### src/rtl/uart_rx_buffer.sv
// uart_rx_buffer: error-tagged UART receive buffer with first-word fall-through.
// Optional feature macro: UART_RX_TIMEOUT_EN (character-timeout counter).
// When the macro is undefined, timeout is tied to 0 and baud_pulse is ignored.
module uart_rx_buffer #(
  parameter int unsigned DATA_W    = 8,
  parameter int unsigned DEPTH     = 16,
  parameter int unsigned TO_PULSES = 640
) (
  input  logic                     clk,
  input  logic                     rst,
  input  logic                     en,
  input  logic                     flush,
  input  logic                     baud_pulse,
  input  logic                     push,
  input  logic [DATA_W-1:0]        din,
  input  logic                     pe,
  input  logic                     fe,
  input  logic                     bi,
  input  logic                     pop,
  input  logic [1:0]               threshold,
  input  logic                     clr_oe,
  output logic [DATA_W-1:0]        dout,
  output logic                     dout_pe,
  output logic                     dout_fe,
  output logic                     dout_bi,
  output logic [$clog2(DEPTH):0]   count,
  output logic                     empty,
  output logic                     full,
  output logic                     overrun,
  output logic                     fifo_err,
  output logic                     trig,
  output logic                     timeout
);

  localparam int unsigned AW = $clog2(DEPTH);
  localparam int unsigned CW = AW + 1;
  localparam int unsigned EW = DATA_W + 3;

  logic [EW-1:0] r_mem [DEPTH];
  logic [AW-1:0] r_rptr;
  logic [AW-1:0] r_wptr;
  logic [CW-1:0] r_count;
  logic [CW-1:0] r_err_cnt;
  logic          r_en_q;
  logic          r_overrun;

  logic          w_clear;
  logic          w_empty;
  logic          w_full;
  logic          w_push_ok;
  logic          w_pop_ok;
  logic          w_drop;
  logic [EW-1:0] w_head;
  logic          w_head_err;
  logic          w_in_err;
  logic [CW-1:0] w_level;

  // Any toggle of FIFO mode discards contents, same as an explicit flush.
  assign w_clear    = flush | (en != r_en_q);
  assign w_empty    = (r_count == '0);
  assign w_full     = (r_count == (en ? CW'(DEPTH) : CW'(1)));
  assign w_pop_ok   = pop & ~w_empty;
  assign w_push_ok  = push & (~w_full | pop);
  assign w_drop     = push & w_full & ~pop;
  assign w_head     = r_mem[r_rptr];
  assign w_head_err = |w_head[DATA_W+2:DATA_W];
  assign w_in_err   = pe | fe | bi;

  // Trigger level decode from the FCR threshold code.
  always_comb begin
    w_level = CW'(1);
    case (threshold)
      2'b00: w_level = CW'(1);
      2'b01: w_level = CW'(DEPTH / 4);
      2'b10: w_level = CW'(DEPTH / 2);
      2'b11: w_level = CW'(DEPTH - 2);
      default: w_level = CW'(1);
    endcase
  end

  // Storage write; contents past the read pointer are don't-care, so no reset.
  always_ff @(posedge clk) begin
    if (!w_clear && w_push_ok)
      r_mem[r_wptr] <= {bi, fe, pe, din};
  end

  // Pointers, occupancy, error-entry count and mode tracking.
  always_ff @(posedge clk) begin
    if (rst) begin
      r_rptr    <= '0;
      r_wptr    <= '0;
      r_count   <= '0;
      r_err_cnt <= '0;
      r_en_q    <= en;
    end else begin
      r_en_q <= en;
      if (w_clear) begin
        r_rptr    <= '0;
        r_wptr    <= '0;
        r_count   <= '0;
        r_err_cnt <= '0;
      end else begin
        if (w_push_ok) r_wptr <= r_wptr + AW'(1);
        if (w_pop_ok)  r_rptr <= r_rptr + AW'(1);
        case ({w_push_ok, w_pop_ok})
          2'b10:   r_count <= r_count + CW'(1);
          2'b01:   r_count <= r_count - CW'(1);
          default: r_count <= r_count;
        endcase
        case ({w_push_ok & w_in_err, w_pop_ok & w_head_err})
          2'b10:   r_err_cnt <= r_err_cnt + CW'(1);
          2'b01:   r_err_cnt <= r_err_cnt - CW'(1);
          default: r_err_cnt <= r_err_cnt;
        endcase
      end
    end
  end

  // Sticky overrun: a dropped character wins over a same-cycle clear request.
  always_ff @(posedge clk) begin
    if (rst)
      r_overrun <= 1'b0;
    else if (w_drop && !w_clear)
      r_overrun <= 1'b1;
    else if (clr_oe)
      r_overrun <= 1'b0;
  end

`ifdef UART_RX_TIMEOUT_EN
  localparam int unsigned TW = $clog2(TO_PULSES + 1);
  logic [TW-1:0] r_to_cnt;

  // Character-timeout counter: restarts on any activity, saturates at the limit.
  always_ff @(posedge clk) begin
    if (rst || w_clear || w_push_ok || w_pop_ok || w_empty)
      r_to_cnt <= '0;
    else if (baud_pulse && (r_to_cnt != TW'(TO_PULSES)))
      r_to_cnt <= r_to_cnt + TW'(1);
  end

  assign timeout = ~w_empty & (r_to_cnt == TW'(TO_PULSES));
`else
  logic w_unused_baud;
  assign w_unused_baud = baud_pulse;
  assign timeout       = 1'b0;
`endif

  assign dout     = w_empty ? '0 : w_head[DATA_W-1:0];
  assign dout_pe  = ~w_empty & w_head[DATA_W];
  assign dout_fe  = ~w_empty & w_head[DATA_W+1];
  assign dout_bi  = ~w_empty & w_head[DATA_W+2];
  assign count    = r_count;
  assign empty    = w_empty;
  assign full     = w_full;
  assign overrun  = r_overrun;
  assign fifo_err = (r_err_cnt != '0);
  assign trig     = en ? (r_count >= w_level) : ~w_empty;

endmodule

### config.mk
export PLATFORM = sky130hd
export DESIGN_NAME = uart_rx_buffer
export DESIGN_NICKNAME = d
export VERILOG_FILES = /design/src/rtl/uart_rx_buffer.sv
export SDC_FILE = /design/constraint.sdc
export NUM_CORES = 1
export LEC_CHECK = 0
export CAP_MARGIN = 20
export CORE_MARGIN = 3
export CORE_UTILIZATION = 50
export DETAILED_ROUTE_END_ITERATION = 8
export GPL_TIMING_DRIVEN = 0
export PLACE_DENSITY_LB_ADDON = 0.12
export SLEW_MARGIN = 20
export SYNTH_ARGS = -nofsm -noshare
export SYNTH_HDL_FRONTEND = slang
export SYNTH_SLANG_ARGS = --single-unit
export TNS_END_PERCENT = 1
### constraint.sdc
create_clock -name clk -period 3.5 [get_ports clk]
set_clock_uncertainty 0.05 [all_clocks]
set_input_delay 1.05 -clock clk [delete_from_list [all_inputs] [get_ports clk]]
set_output_delay 1.05 -clock clk [all_outputs]
set_load 0.02 [all_outputs]
; After elaboration in Yosys (flattened, before gate mapping)
; Memory sizes are Yosys's and may differ from the RTL's. A register that Yosys moved wholly into a read port is not among the register bits.
; Cells that the tools add are included.
[totals]
reg_bits = 20
ram_bits = 176
elab_cells = 62
mem_count = 1
[memory_table]
columns = name, words, width, rd, rd_ports_with_merged_regs, wr, line_no
row1 = r_mem, 16, 11, 1, 1, 1, 39  ; logic [EW-1:0] r_mem [DEPTH];
[op_classes]
addsub = 6
order_cmp = 1
n_eq_ne = 9
n_mux = 12
bitwise = 16
n_reduce_logical = 11
[ops]
columns = op, n
row1 = one-hot mux 5 bit (2 select lines), 2
row2 = one-hot mux 5 bit (4 select lines), 1
row3 = adder 5 x 1 -> 5 bit (second input constant), 2
row4 = subtractor 5 x 1 -> 5 bit (second input constant), 2
row5 = bitwise AND 1 bit, 9
row6 = adder 4 x 1 -> 4 bit (second input constant), 2
row7 = == test 2 bit (second input constant), 4
row8 = two-way mux 4 bit, 2
row9 = two-way mux 8 bit, 1
row10 = == test 2 x 1 -> 1 bit (second input constant), 3
row11 = nonzero test 2 bit, 3
row12 = == test 5 bit, 1
row13 = >= comparator 5 bit, 1
row14 = zero test 5 bit, 1
row15 = two-way mux 1 bit, 5
row16 = two-way mux 5 bit, 1
row17 = nonzero test 5 bit, 1
row18 = OR 1 bit, 4
row19 = NOT 1 bit, 3
row20 = OR reduction 3 bit, 1
row21 = logical AND 1 bit, 2
row22 = zero test 2 bit, 1
row23 = OR reduction 2 bit, 1
row24 = zero test 1 bit, 1
row25 = inequality test 1 bit, 1

; Longest topological paths before layout
; Gate-level depths: netlist of the first run.
[depth]
word_depth = 8
depth_mapped = 13
ltp_nobuf = 11

; Least setup slack after synthesis of the first run
; OpenSTA, ideal clock, no wires.
[synth_timing]
kind = input to register
startpoint = input port en
endpoint = register r_err_cnt[4]
arrival_ns = 3.492
t_required_ns = 3.379
path_slack_ns = -0.113
path_stages = 12
path_buffers = 1
path_cell_list = or3b_2 -> a211oi_1 -> nand2b_1 -> buf_4 -> or2_2 -> ha_1 -> ha_1 -> a21o_1 -> a21oi_1 -> xor2_1 -> or3_1 -> a21oi_1
[synth_via]
elab_chain_cells = 8
word_cells_on_any_way = 13
cone_classes = eq/ne: 4 / mux: 2 / bitwise: 5 / reduce/logical: 2
[synth_rtl]
columns = element, line_no
row1 = "start, declared", 11  ; input logic en,
row2 = two-way mux 5 bit, 61  ; assign w_full = (r_count == (en ? CW'(DEPTH) : CW'(1)));
row3 = == test 5 bit, 61
row4 = NOT 1 bit, 63  ; assign w_push_ok = push & (~w_full | pop);
row5 = OR 1 bit, 63
row6 = bitwise AND 1 bit, 63
row7 = bitwise AND 1 bit, 110  ; case ({w_push_ok & w_in_err, w_pop_ok & w_head_err})
row8 = == test 2 x 1 -> 1 bit or == test 2 bit (tied branches), 110
row9 = one-hot mux 5 bit (2 select lines) or nonzero test 2 bit (tied branches), -
row10 = "end signal, assigned", 111  ; 2'b10: r_err_cnt <= r_err_cnt + CW'(1);
row11 = "end signal, assigned", 112  ; 2'b01: r_err_cnt <= r_err_cnt - CW'(1);
row12 = "end signal, assigned", 113  ; default: r_err_cnt <= r_err_cnt;
row13 = "end, declared", 43  ; logic [CW-1:0] r_err_cnt;
; Parallel ways exist; a longest one is shown, timed or not.
; A chain may end at the register's enable or synchronous reset.

==> results of run 1 <==
kinds of logic (layout without fill, tap and decap cells):
| group | Yosys count | after routing | share of synthesized area [%] |
|---|---|---|---|
| mux | 59 | 59 | 15.4 |
| fa+ha+maj | 19 | 19 | 3.11 |
| xor+xnor | 14 | 14 | 1.51 |
| other cells | 1 | 1 | 0.0461 |
| buf+inv | 29 | 117 | 1.71 |
| compound gates | 27 | 27 | 2.02 |
| simple gates | 88 | 88 | 5.25 |
| flops | 200 | 200 | 70.9 |
state kept, by name (all words and copies together), names as in the netlist, named ones only:
register and flops:
count 5, r_mem 176, r_err_cnt 5, r_rptr 4
overrun 1, r_en_q 1, r_wptr 4
critical path, stage by stage, from the launching register on:
cell,delay [ns]
dfxtp_2,0.35
buf_12,0.15
clkbuf_16,0.15
buf_6,0.09
mux4_2,0.49
mux4_2,0.47
and2_4,0.19
buf_6,0.12
placed cells by master (no fill, tap or decap), types with 4 or more instances in the layout:
cell,Yosys,routed
a21o_1,4,4
a21oi_1,11,9
and2_4,0,8
buf_12,0,7
buf_4,6,11
buf_6,1,15
bufinv_16,0,4
clkbuf_1,12,6
clkbuf_16,0,18
clkbuf_4,0,4
clkdlybuf4s50_1,0,22
clkinvlp_4,0,4
dfxtp_1,24,22
dlygate4sd2_1,0,5
edfxtp_1,176,176
ha_1,17,15
inv_1,7,7
mux2i_1,6,6
mux4_2,53,53
nand2_1,9,9
nand2b_1,4,4
nand3_1,7,7
nor2_1,37,25
nor2_2,0,12
nor3_2,0,4
or3_1,6,6
xnor2_1,6,6
xor2_1,8,8
what timing repair did:
item	4_1_cts	5_1_grt
gates resized for setup	93	28
gates cloned	1	1
buffers inserted	3	9
endpoints found under the setup margin	20	14
pin swaps	6	9
hold buffers	0	0
area by class of cell:
type	count	area, µm²	area share, %
Buffer	21	195	1.98
Clock buffer	17	425	4.32
Clock inverter	14	198	2.01
Inverter	7	26.3	0.267
Multi-Input combinational cell	208	2350	23.8
Sequential cell	200	5770	58.5
Tap cell	211	264	2.68
Timing Repair Buffer	58	627	6.36
worst min-delay path by stage:
| stage | from | to | slack, ns | cells past startpoint |
|---|---|---|---|---|
| 2_1_floorplan | r_err_cnt[4]$_SDFFE_PP0P_ | r_err_cnt[4]$_SDFFE_PP0P_ | 0.41 | 2 |
| 3_3_place_gp | overrun$_SDFFE_PP0P_ | overrun$_SDFFE_PP0P_ | 0.41 | 2 |
| 3_5_place_dp | r_err_cnt[4]$_SDFFE_PP0P_ | r_err_cnt[4]$_SDFFE_PP0P_ | 0.43 | 2 |
| 4_1_cts | r_err_cnt[4]$_SDFFE_PP0P_ | r_err_cnt[4]$_SDFFE_PP0P_ | 0.44 | 2 |
| 5_1_grt | r_err_cnt[4]$_SDFFE_PP0P_ | r_err_cnt[4]$_SDFFE_PP0P_ | 0.46 | 2 |
| 6_report | r_err_cnt[4]$_SDFFE_PP0P_ | r_err_cnt[4]$_SDFFE_PP0P_ | 0.45 | 2 |
power groups by stage:
stage | combinational (mW) | sequential (mW) | clock, mW
after floorplan | 0.0674 | 2.66 | 0
after global placement | 0.143 | 2.66 | 0
after detailed placement | 0.151 | 2.66 | 0
after CTS | 0.154 | 2.60 | 2.09
after global routing | 0.175 | 2.60 | 2.17
final | 0.161 | 2.60 | 2.06
metrics by stage:
| step | hold slack (ns) | setup WS (ns) |
|---|---|---|
| 4_1_cts | 0.444 | -0.133 |
| 5_1_grt | 0.462 | -0.133 |
| 6_report | 0.447 | -0.0651 |
| 2_1_floorplan | 0.409 | -0.00248 |
| 3_5_place_dp | 0.428 | -0.812 |
| 3_3_place_gp | 0.413 | -1.05 |
layer usage:
layer | part of all wire [%] | GRT usage (%) | vias up
met5 | 0 | 0 | -
met2 | 50 | 31.7 | 115
met1 | 43 | 27.1 | 2218
met3 | 5.0 | 4.76 | 18
met4 | 1.6 | 6.34 | 0
li1 | - | - | 1886
==> results.yml, run 1 <==
outcome:
  outcome: "finished with violations"
  violations_in_the_final_reports: "negative setup slack"
worst_setup_path:
  capturing_instance_or_port_of_the_critical_path: "dout[6]"
  worst_r2r_path_depth: 12
  arrival_ns: 2.47
  cp_max_fo: 7
  r2r_slack_ns: -0.04
  setup.worst_path.start_class: "register"
  critical_path_class: "reg -> out"
  r2r_end: "r_err_cnt[4]$_SDFFE_PP0P_"
  worstPathRequired_ns: 2.40
  worstSetupEndpointType: "output port"
routing:
  route.detailed.drc: 0
  wire_per_inst_um: 22.8
  final_antenna_net_count: 0
  viasPerCell: 5.76
  detail_route.iter0.violations: 351
  postRouteWirelength_um: 16800
  firstDrtPassIters: 5
  num_vias: 4237
yosys:
  synthDominantAreaCellType: "edfxtp_1"
  yosys_register_bits: 200
  synthesis.area_per_instance_um2: 18.6
  synthesis.yosys.warnings: 0
  post_syn_area_um2: 8130
  synthArstFlopShare_pct: 0
  synth-edff-count: 176
  synth.net_count: 477
  yosys.area.top_type_share_pct: 65.0
  synth_flop_type: "edfxtp_1"
  synth_top_cells_by_count: "176 x edfxtp_1, 53 x mux4_2, 37 x nor2_1"
  post-synth-top-count-cell: "edfxtp_1"
  post_syn_instances: 437
  yosysUniqueCellTypes: 35
  post_synth_main_area_contributors: "edfxtp_1 65%, mux4_2 15%, dfxtp_1 5.9%"
  part_of_the_yosys_area_used_for_sequential_elements_pct: 70.9
power_and_ir_drop:
  design_power_total_mw: 4.83
  pwr-share-clk_pct: 42.8
  share_seq_of_total_power_pct: 53.9
  switchingPower_uw: 961
  intPower_mw: 3.87
  power-per-cell-area_nw_per_um2: 490
  p_sw_share_pct: 19.9
  vdd.ir_drop.worst_mv: 0.349
  comb_power_share_pct: 3.3
  leakage_nw: 3.27
floorplanning:
  die_h_um: 133
  row_count: 45
  core_area_um2: 15500
  fp.dieW_um: 133
  io_pins: 43
  floorplan.initialDensity_pct: 52.3
  die-area_um2: 17800
global_routing:
  first_global_vias: 4307
  grt_start_max_net_pins: 18
  grt_first_pass_wirelength_um: 25500
  grt_use_total_pct: 19.7
  antenna_violations_before_repair: 0
  grt.overflow.total: 0
placed_design:
  dp.final_hpwl_um: 10300
  placedInstanceArea_um2: 8890
  final_weighted_congestion_of_routability_driven_global_placement: 0.806
  numPlacedInstances: 692
  io_buffer_count: 40
finish:
  final_util_pct: 63.4
  final_layout_size_suffix_gt1_share_pct: 30.7
  layout.nets: 553
  antenna-diode-count: 0
  area_growth_syn_to_layout_pct: 21.2
  fill_cells: 1103
  finished_layout_cell_area_um2: 9850
  instances_no_fill: 736
clocking:
  cts-root-to-sink-buffers: 2
  root_buffer_selected_by_cts: "clkbuf_16"
  worst_skew_pair.late_latency_ns: 0.44
  cts_buffers: 17
  tritoncts: "built"
  h_tree_depth: 4
  cts.reportedPaths.clkPinSlew_ns: 0.07
  cts.sink_count: 200
sta:
  setup_ws_ns: -0.0651
  report.final.setup_viol: 8
  period_share_pct: 102
  maxSlewViolCount: 0
  worst_case_headroom_to_the_max_slew_limit_pct: 44.5
  worst_slew_pin_slew_ns: 0.832
  hold_violations: 0
  max_frequency_ghz: 0.280
  post-route-min-period_ns: 3.57
  grt_setup_unrepaired: "yes"
  tns_ns: -0.323
min_path:
  hold_class: "reg -> reg"
run:
  maxCapViolCount: 0
Note: power is estimated with default switching activity, not from simulation.
==> inputs of run 2 (changes only) <==
--- a/config.mk
+++ b/config.mk
@@ -5,7 +5,7 @@
 export SDC_FILE = /design/constraint.sdc
 export NUM_CORES = 1
 export LEC_CHECK = 0
-export CAP_MARGIN = 20
+export CAP_MARGIN = 15
 export CORE_MARGIN = 3
 export CORE_UTILIZATION = 50
 export DETAILED_ROUTE_END_ITERATION = 8
==> results of run 2 <==
Final layout, timing and power as in run 1 (identical DEF).
==> inputs of run 3 (changes only) <==
--- a/config.mk
+++ b/config.mk
@@ -6,7 +6,7 @@
 export NUM_CORES = 1
 export LEC_CHECK = 0
 export CAP_MARGIN = 15
-export CORE_MARGIN = 3
+export CORE_MARGIN = 2
 export CORE_UTILIZATION = 50
 export DETAILED_ROUTE_END_ITERATION = 8
 export GPL_TIMING_DRIVEN = 0
==> run 3 against run 2 <==
Compared with the run above: the flow still finishes with violations (negative setup slack); critical path type unchanged; maximum frequency grew 0.84%; via count fell by 0.71%; power down 4.3%; largest cell class unchanged; core utilization fell by 2.0 points; largest power group unchanged; combinational power barely moved; die area shrank 3.0%; clock power fell by 9.7%; wire length increased by 0.19%; first-iteration DRC count rose by 2.3%; clock-buffer cell count is 6 higher; sequential share of layout area rose by 0.57 points; register-to-register slack improved by 0.02 ns.
==> results.yml, run 3 (same netlist as run 1, synthesis figures left out) <==
outcome:
  outcome: "finished with violations"
  violations_in_the_final_reports: "negative setup slack"
placed_design:
  placedInstanceArea_um2: 8900
  numPlacedInstances: 698
  dp.final_hpwl_um: 10500
  dp_slack_ns: -0.829
  io_buffer_count: 40
  final_weighted_congestion_of_routability_driven_global_placement: 0.777
worst_setup_path:
  crit_chain: "buf_12, buf_12, buf_4, mux4_2, mux4_2, and2_4, buf_6"
  worstPathRequired_ns: 2.40
  setup.worst_path.start_class: "register"
  critical_path_class: "reg -> out"
  arrival_ns: 2.44
  crit_path_max_incr_delay_ns: 0.50
  worstSetupEndpointType: "output port"
  cp_max_delay_cell: "mux4_2"
  cp_max_fo: 7
finish:
  antenna-diode-count: 0
  biggest_register: "r_mem"
  final_layout_size_suffix_gt1_share_pct: 29.5
  layout.nets: 552
  layout.cells.most_common: "edfxtp_1"
  layout_common_cells: "176 x edfxtp_1, 53 x mux4_2, 25 x nor2_1"
  final_util_pct: 61.4
  fill_cells: 1185
  largest_reg_flops: 176
  finished_layout_cell_area_um2: 9760
  instances_no_fill: 741
  area_growth_syn_to_layout_pct: 20.0
sta:
  period_share_pct: 101
  hold_violations: 0
  worst_slew_pin_slew_ns: 0.906
  max_frequency_ghz: 0.283
  post-route-min-period_ns: 3.54
  setup_ws_ns: -0.0355
  report.final.setup_viol: 6
  worst_case_headroom_to_the_max_slew_limit_pct: 39.6
  maxSlewViolCount: 0
  grt_setup_unrepaired: "yes"
  tns_ns: -0.139
  hold_ws_ns: 0.468
clocking:
  tritoncts: "built"
  number_of_hold_repair_buffers_added_at_the_cts_stage: 0
  cts.sink_count: 200
  root_buffer_selected_by_cts: "clkbuf_16"
  cts_buffers: 17
  cts.reportedPaths.clkPinSlew_ns: 0.07
  cts-root-to-sink-buffers: 2
  h_tree_depth: 4
  worst_skew_pair.late_latency_ns: 0.42
global_routing:
  grt_start_max_net_pins: 18
  grt.overflow.total: 0
  grt_use_total_pct: 20.4
  antenna_violations_before_repair: 0
  first_global_vias: 4294
  grt_first_pass_wirelength_um: 25400
routing:
  detail_route.iter0.violations: 359
  postRouteWirelength_um: 16800
  viasPerCell: 5.68
  route.detailed.drc: 0
  wire_per_inst_um: 22.7
  firstDrtPassIters: 5
  num_vias: 4207
  final_antenna_net_count: 0
floorplanning:
  fp.dieW_um: 131
  die_h_um: 131
  row_count: 46
  floorplan.initialDensity_pct: 51.2
  io_pins: 43
  die-area_um2: 17300
  core_area_um2: 15900
power_and_ir_drop:
  power-per-cell-area_nw_per_um2: 473
  vdd.ir_drop.worst_mv: 0.322
  leakage_nw: 3.22
  design_power_total_mw: 4.62
min_path:
  hold_class: "reg -> reg"
  holdCritStartpoint: "r_err_cnt[4]$_SDFFE_PP0P_"
run:
  maxCapViolCount: 0
## run 3: cell types whose count changed in the layout (fill, tap and decap cells not counted), sizes merged
cell	previous run	this run
clkinvlp	4	2
inv	10	7
clkinv	3	5
bufinv	4	2
dlygate4sd2	5	6
dlymetal6s2s	1	0
clkdlybuf4s15	2	1
clkbuf	29	35
## run 3: worst paths after layout
| check | slack, ns | to | cells past startpoint |
|---|---|---|---|
| max | -0.04 | dout[4] | 7 |
| min reg2reg | 0.47 | r_err_cnt[4]$_SDFFE_PP0P_ | 2 |
| min | 0.47 | r_err_cnt[4]$_SDFFE_PP0P_ | 2 |
| max reg2reg | -0.02 | r_err_cnt[4]$_SDFFE_PP0P_ | 12 |
## run 3: area by class of cell
cell class	instances	area [µm²]	area share [%]
plain buffers	21	199	2.04
clock buffers	23	448	4.59
clock inverters	9	101	1.04
inverters	7	26.3	0.269
multi-input cells	208	2360	24.2
flip-flops and latches	200	5770	59.1
well taps	216	270	2.77
repair buffers	57	584	5.99
## run 3: where the power goes
| group | switching [mW] | internal (mW) |
|---|---|---|
| sequential | 0.00486 | 2.60 |
| clock | 0.808 | 1.05 |
| combinational | 0.0895 | 0.0699 |
| total | 0.903 | 3.72 |
## run 3: worst max-delay path, delay by kind of cell, from the launching register on
family | cells | cell delay, ns
mux | 2 | 0.98
buf+inv | 4 | 0.52
flops | 1 | 0.34
simple gates | 1 | 0.16
## run 3: timing repair
action | in CTS | in global routing
gates cloned | 2 | 0
setup buffers | 4 | 6
resized for setup | 91 | 30
pin swaps | 4 | 16
endpoints found under the setup margin | 19 | 14
## run 3: layer usage
metal	up-vias	wire [µm]	track usage, %
li1	1876	-	-
met3	17	713	4.98
met4	0	204	6.40
met5	-	0	0
met2	108	8630	33.3
met1	2206	7280	27.3
